**src/rtl/button_debounce_multi_if.sv**
```systemverilog
// button_debounce_multi_if: raw button inputs and debounced outputs.
// Ports: but_in (raw, active-low), but_deb_o, press_p, release_p, long_p.
interface button_debounce_multi_if #(
  parameter int CH = 4
);
  logic [CH-1:0] but_in;
  logic [CH-1:0] but_deb_o;
  logic [CH-1:0] press_p;
  logic [CH-1:0] release_p;
  logic [CH-1:0] long_p;

  modport master (
    output but_in,
    input  but_deb_o,
    input  press_p,
    input  release_p,
    input  long_p
  );

  modport slave (
    input  but_in,
    output but_deb_o,
    output press_p,
    output release_p,
    output long_p
  );
endinterface

```
**src/rtl/button_debounce_multi.sv**
```systemverilog
// button_debounce_multi: per-channel sync, debounce, press/release/long pulses.
// Ports: clk, rst (sync, active-high), bus (slave: but_in in, level+pulses out).
module button_debounce_multi #(
  parameter int CH       = 4,
  parameter int DEB_CYC  = 1000000,
  parameter int LONG_CYC = 50000000,
  parameter int CNT_W    = 32
) (
  input  logic clk,
  input  logic rst,
  button_debounce_multi_if.slave bus
);

  localparam logic [CNT_W-1:0] DEB_MAX  = CNT_W'(DEB_CYC - 1);
  localparam logic [CNT_W-1:0] LONG_MAX = CNT_W'(LONG_CYC - 1);

  typedef enum logic [1:0] {
    IDLE,
    PCHK,
    HELD,
    RCHK
  } state_e;

  logic [CH-1:0] deb_v;
  logic [CH-1:0] press_v;
  logic [CH-1:0] rel_v;
  logic [CH-1:0] long_v;

  for (genvar g = 0; g < CH; g++) begin : g_ch
    logic             s1_q, s2_q;
    state_e           st_q, st_d;
    logic [CNT_W-1:0] dcnt_q, dcnt_d;
    logic [CNT_W-1:0] hcnt_q, hcnt_d;
    logic             done_q, done_d;
    logic             deb_q, deb_d;
    logic             pp_q, pp_d;
    logic             rp_q, rp_d;
    logic             lp_q, lp_d;

    always_ff @(posedge clk) begin
      if (rst) begin
        s1_q   <= 1'b1;
        s2_q   <= 1'b1;
        st_q   <= IDLE;
        dcnt_q <= '0;
        hcnt_q <= '0;
        done_q <= 1'b0;
        deb_q  <= 1'b1;
        pp_q   <= 1'b0;
        rp_q   <= 1'b0;
        lp_q   <= 1'b0;
      end else begin
        s1_q   <= bus.but_in[g];
        s2_q   <= s1_q;
        st_q   <= st_d;
        dcnt_q <= dcnt_d;
        hcnt_q <= hcnt_d;
        done_q <= done_d;
        deb_q  <= deb_d;
        pp_q   <= pp_d;
        rp_q   <= rp_d;
        lp_q   <= lp_d;
      end
    end

    always_comb begin
      st_d   = st_q;
      dcnt_d = dcnt_q;
      hcnt_d = hcnt_q;
      done_d = done_q;
      pp_d   = 1'b0;
      rp_d   = 1'b0;
      lp_d   = 1'b0;
      unique case (st_q)
        IDLE: begin
          if (!s2_q) begin
            st_d   = PCHK;
            dcnt_d = '0;
          end
        end
        PCHK: begin
          if (s2_q) begin
            st_d   = IDLE;
            dcnt_d = '0;
          end else if (dcnt_q == DEB_MAX) begin
            st_d   = HELD;
            pp_d   = 1'b1;
            hcnt_d = '0;
            done_d = 1'b0;
          end else begin
            dcnt_d = dcnt_q + 1'b1;
          end
        end
        HELD: begin
          // Long-press match and a release candidate may coincide.
          if (!done_q) begin
            if (hcnt_q == LONG_MAX) begin
              lp_d   = 1'b1;
              done_d = 1'b1;
            end else begin
              hcnt_d = hcnt_q + 1'b1;
            end
          end
          if (s2_q) begin
            st_d   = RCHK;
            dcnt_d = '0;
          end
        end
        RCHK: begin
          if (!s2_q) begin
            st_d = HELD;
          end else if (dcnt_q == DEB_MAX) begin
            st_d = IDLE;
            rp_d = 1'b1;
          end else begin
            dcnt_d = dcnt_q + 1'b1;
          end
        end
        default: begin
          st_d = IDLE;
        end
      endcase
      deb_d = (st_d == IDLE) || (st_d == PCHK);
    end

    assign deb_v[g]   = deb_q;
    assign press_v[g] = pp_q;
    assign rel_v[g]   = rp_q;
    assign long_v[g]  = lp_q;
  end

  assign bus.but_deb_o = deb_v;
  assign bus.press_p   = press_v;
  assign bus.release_p = rel_v;
  assign bus.long_p    = long_v;

endmodule

```
**src/flat_wrapper.sv**
```systemverilog
// flat-port wrapper written by rule: the top's interface ports become plain ports
module button_debounce_multi_flat 
#(
  parameter int CH       = 4,
  parameter int DEB_CYC  = 1000000,
  parameter int LONG_CYC = 50000000,
  parameter int CNT_W    = 32
)
  (clk, rst, bus_but_in, bus_but_deb_o, bus_press_p, bus_release_p, bus_long_p);
  button_debounce_multi_if #(.CH(CH)) bus_i ();
  input  logic clk;
  input  logic rst;
  input wire logic [$bits(bus_i.but_in)-1:0] bus_but_in;
  output wire logic [$bits(bus_i.but_deb_o)-1:0] bus_but_deb_o;
  output wire logic [$bits(bus_i.press_p)-1:0] bus_press_p;
  output wire logic [$bits(bus_i.release_p)-1:0] bus_release_p;
  output wire logic [$bits(bus_i.long_p)-1:0] bus_long_p;
  assign bus_i.but_in = bus_but_in;
  assign bus_but_deb_o = bus_i.but_deb_o;
  assign bus_press_p = bus_i.press_p;
  assign bus_release_p = bus_i.release_p;
  assign bus_long_p = bus_i.long_p;
  button_debounce_multi #(.CH(CH), .DEB_CYC(DEB_CYC), .LONG_CYC(LONG_CYC), .CNT_W(CNT_W)) u_core (.clk(clk), .rst(rst), .bus(bus_i));
endmodule
```
**config.mk**
```make
export PLATFORM = sky130hd
export DESIGN_NAME = button_debounce_multi_flat
export DESIGN_NICKNAME = d
export VERILOG_FILES = /design/src/rtl/button_debounce_multi_if.sv /design/src/rtl/button_debounce_multi.sv /design/src/flat_wrapper.sv
export SDC_FILE = /design/constraint.sdc
export NUM_CORES = 1
export LEC_CHECK = 0
export CORE_MARGIN = 1
export CORE_UTILIZATION = 25
export CTS_CLUSTER_SIZE = 25
export DETAILED_ROUTE_END_ITERATION = 6
export MAX_ROUTING_LAYER = met4
export SYNTH_ARGS = -nofsm -noshare
export SYNTH_HDL_FRONTEND = slang
export SYNTH_SLANG_ARGS = --single-unit
```
**constraint.sdc**
```tcl
create_clock -name clk -period 3.1 [get_ports clk]
set_input_delay 0.62 -clock clk [delete_from_list [all_inputs] [get_ports clk]]
set_output_delay 0.62 -clock clk [all_outputs]
set_load 0.03 [all_outputs]
```
==> flow_summary.toml, run 1 <==
[detailed_routing]
antenna_left = 0
drt-initial-drc-count = 786
firstDrtPassIters = 5
dr_total_vias = 13100
wire_per_inst_um = 13.4
wirelength_mm = 34.8
routed_via_density = 5.03
drc = 0

[timing]
finalSetupTns_ns = 0
slew_violations = 0
finalSetupViolations = 0
fin_worst_skew_ns = 0.0153
min_period_ns = 2.82
slew_headroom_pct = 26.6
rsz0062_at_grt = "false"
worst_slew_pin_slew_ns = 1.10
fin_crit_sh_pct = 91.1
holdWs_ns = 0.396
fmax_ghz = 0.354
hold_viol = 0

[worst_setup_path]
crit_chain = "ha_1 -> nand2_2 -> or3_4 -> o41ai_4 -> nand3_1 -> or3_1 -> a21oi_1"
cp_num_buf_inv = 0
crit_start = "u_core.g_ch[3].dcnt_q[0]"
r2r-start = "u_core.g_ch[3].dcnt_q[0]"
regToRegEndpoint = "u_core.g_ch[3].hcnt_q[11]"
crit_type = "flip-flop to flip-flop"
crit_path_max_fanout = 15
crit_path_end_kind = "flip-flop"
crit_path_max_incr_delay_ns = 0.52
arrival_ns = 3.32
required_ns = 3.59
rrSetupSlack_ns = 0.28
startpoint_type = "flip-flop"
cp_top_family = "simple AND/OR/NAND/NOR gates"
crit_slowest_cell = "o41ai_4"
reg2regPathDepth = 7

[logic_synthesis]
synth_edf_count = 0
synth.top_cell.area_share_pct = 39.5
avgSynthCellArea_um2 = 8.21
yosysWarningCount = 0
ys_seq_area_share_pct = 39.5
synth_area_leader_cell = "dfxtp_1"
synth-compound-area-share_pct = 12.0
synth_area_leaders = "dfxtp_1, xnor2_1, nor2_1"
synth_nets = 1834
synthDistinctLibCells = 72
ys_ff_latch = 292
syn-instance-count = 1803
synth-simple-area-share_pct = 33.8
yosys.area_share.adder_pct = 2.11
synth_top_family_by_area = "simple AND/OR/NAND/NOR gates"
synthFlopType = "dfxtp_1"
synth.area.mux_share_pct = 0.355
synth_area_um2 = 14800
synth-xor-area-share_pct = 8.11
async_flop_share_pct = 0

[die]
die-width_um = 245
die_y_um = 245
start_util_pct = 25.5
row_count = 88
fp.dieArea_um2 = 60200
coreArea_um2 = 58100
io_pins = 22

[outcome]
status = "finished clean"

[clocking]
post_cts_buffers = 0
cts.sinks = 292
clk_path_buf_depth = 3
cts-root-buf = "clkbuf_16"
worstSkewPairLatency_ns = 0.57
cts_made_buffers = 36
ctsResizeCount = 0
cts_tree = "built"
cts.clk_slew.worst_paths_ns = 0.06
htreeDepth = 2
cts_hold_buf = 0

[layout]
finish.net_count = 1839
n_antenna_cell = 0
area_growth_pct = 15.7
fin_area_um2 = 17100
fin_util_pct = 29.4
fin_cells = 2601
drive_gt1_share_pct = 8.12
filler_cell_count = 6227

[placement]
post-place-cells = 2535
gp_congestion = 0.834
placed_area_um2 = 15900
port_buffers = 21
dpl.hpwl_mm = 23.7

[global_route]
grt_pass1_vias = 12400
grt_max_degree = 38
grt_overflow = 0
antenna_found_initial = 1
grt_usage_pct = 11.9
grt_pass1_wl_mm = 59.4

[min_path]
worstHoldEndpoint = "u_core.g_ch[3].s2_q"
hp-start = "rst"
hp-class = "input port to flip-flop"
whs_path_depth = 2

[power]
ir_drop_v = 0.000373
p_per_area_nw_per_um2 = 546
p_leak_nw = 5.25

[job]
maxCapViolations = 0
## final cells by class
cell class	instances	area (µm²)	area share [%]
clock buffer	47	1020	5.97
clock inverter	19	234	1.37
inverter	49	184	1.07
multi-input combinational	1369	8380	48.9
sequential	292	5850	34.1
tap	765	957	5.59
timing repair buffer	60	498	2.91
## worst reg2reg max path, cell delays in order (launching register included)
cell	delay (ns)
dfxtp_1	0.37
ha_1	0.19
nand2_2	0.13
or3_4	0.40
o41ai_4	0.52
nand3_1	0.49
or3_1	0.49
a21oi_1	0.15
## cell usage after synthesis (9+ instances only)
library cell	number
and2_1	25
clkbuf_1	69
nand2b_1	12
nor2b_1	12
nor4b_1	26
o31ai_1	20
nand3_1	96
nor2_1	184
o2111ai_1	9
or2_2	12
nor3_1	68
ha_1	25
nand4_1	70
and3_1	31
inv_1	49
buf_4	17
xor2_1	51
o211ai_1	14
xnor2_1	86
dfxtp_1	292
a21oi_1	103
o21ai_0	80
and4_1	36
nor4_1	63
or4_1	30
nand2_1	140
or3_1	77
## power breakdown
group          internal (W)  leakage, nW  switching (W)
Combinational      0.000305         2.27       0.000745
Sequential          0.00381         2.36      0.0000605
Clock               0.00269        0.622        0.00174
## registers in the layout, summed over array words and instances, names as in the netlist
signal and cells:
u_core.g_ch.pp_q 4, u_core.g_ch.st_q 8, u_core.g_ch.done_q 4, u_core.g_ch.hcnt_q 128
u_core.g_ch.s2_q 4, u_core.g_ch.lp_q 4, u_core.g_ch.dcnt_q 128, u_core.g_ch.s1_q 4
u_core.g_ch.deb_q 4, u_core.g_ch.rp_q 4
## routing by layer
layer	part of all wire (%)	GRT usage, %
met5	0	-
met2	46	18.9
met4	2.3	3.97
met1	48	15.0
met3	3.8	2.15
## cells by family (layout without fill, tap and decap cells)
group / after synthesis / count (layout)
adders and majority gates: 25 / 25
DFF: 292 / 292
AOI/OAI and AO/OA: 288 / 288
xor gates and xnor gates: 137 / 137
and+or+nand+nor: 914 / 914
muxes: 5 / 5
buffers and inverters: 142 / 175
## through the flow
stage | total power (W) | worst slack [ns]
floorplan | 0.00470 | 0.529
global placement | 0.00497 | 0.426
detailed placement | 0.00500 | 0.348
CTS | 0.00951 | 0.328
global route | 0.00979 | 0.0316
finish | 0.00935 | 0.277
## layout by cell type (no fill, tap or decap), types with 20 or more instances in the layout
cell type	n
ha_1	25
xor2_1	51
clkdlybuf4s50_1	20
xnor2_1	86
nand4_1	70
o31ai_1	20
or3_1	77
nand2_1	140
nor3_1	68
and3_1	31
dfxtp_1	292
nor4b_1	26
inv_1	49
clkbuf_16	36
nand3_1	96
o21ai_0	77
and2_1	25
and4_1	36
nor2_1	184
buf_4	39
a21oi_1	103
or4_1	30
nor4_1	62
## worst max path at each step
| stage | slack [ns] | cells past startpoint | to |
|---|---|---|---|
| 2_1_floorplan | 0.53 | 8 | u_core.g_ch[3].hcnt_q[16] |
| 3_3_place_gp | 0.43 | 7 | u_core.g_ch[3].hcnt_q[11] |
| 3_5_place_dp | 0.35 | 7 | u_core.g_ch[3].hcnt_q[19] |
| 4_1_cts | 0.33 | 7 | u_core.g_ch[3].hcnt_q[11] |
| 5_1_grt | 0.03 | 7 | u_core.g_ch[3].hcnt_q[21] |
| 6_report | 0.28 | 7 | u_core.g_ch[3].hcnt_q[11] |
Note: power is estimated with default switching activity, not from simulation.
==> run 2, diff against run 1 <==
- CORE_MARGIN: 1 -> unset
==> results of run 2 <==
No change in the layout: final DEF, timing and power equal those of run 1.
==> run 3, diff against run 2 <==
- SKIP_LAST_GASP: unset -> 1
==> results of run 3 <==
No change in the layout: final DEF, timing and power equal those of run 1.
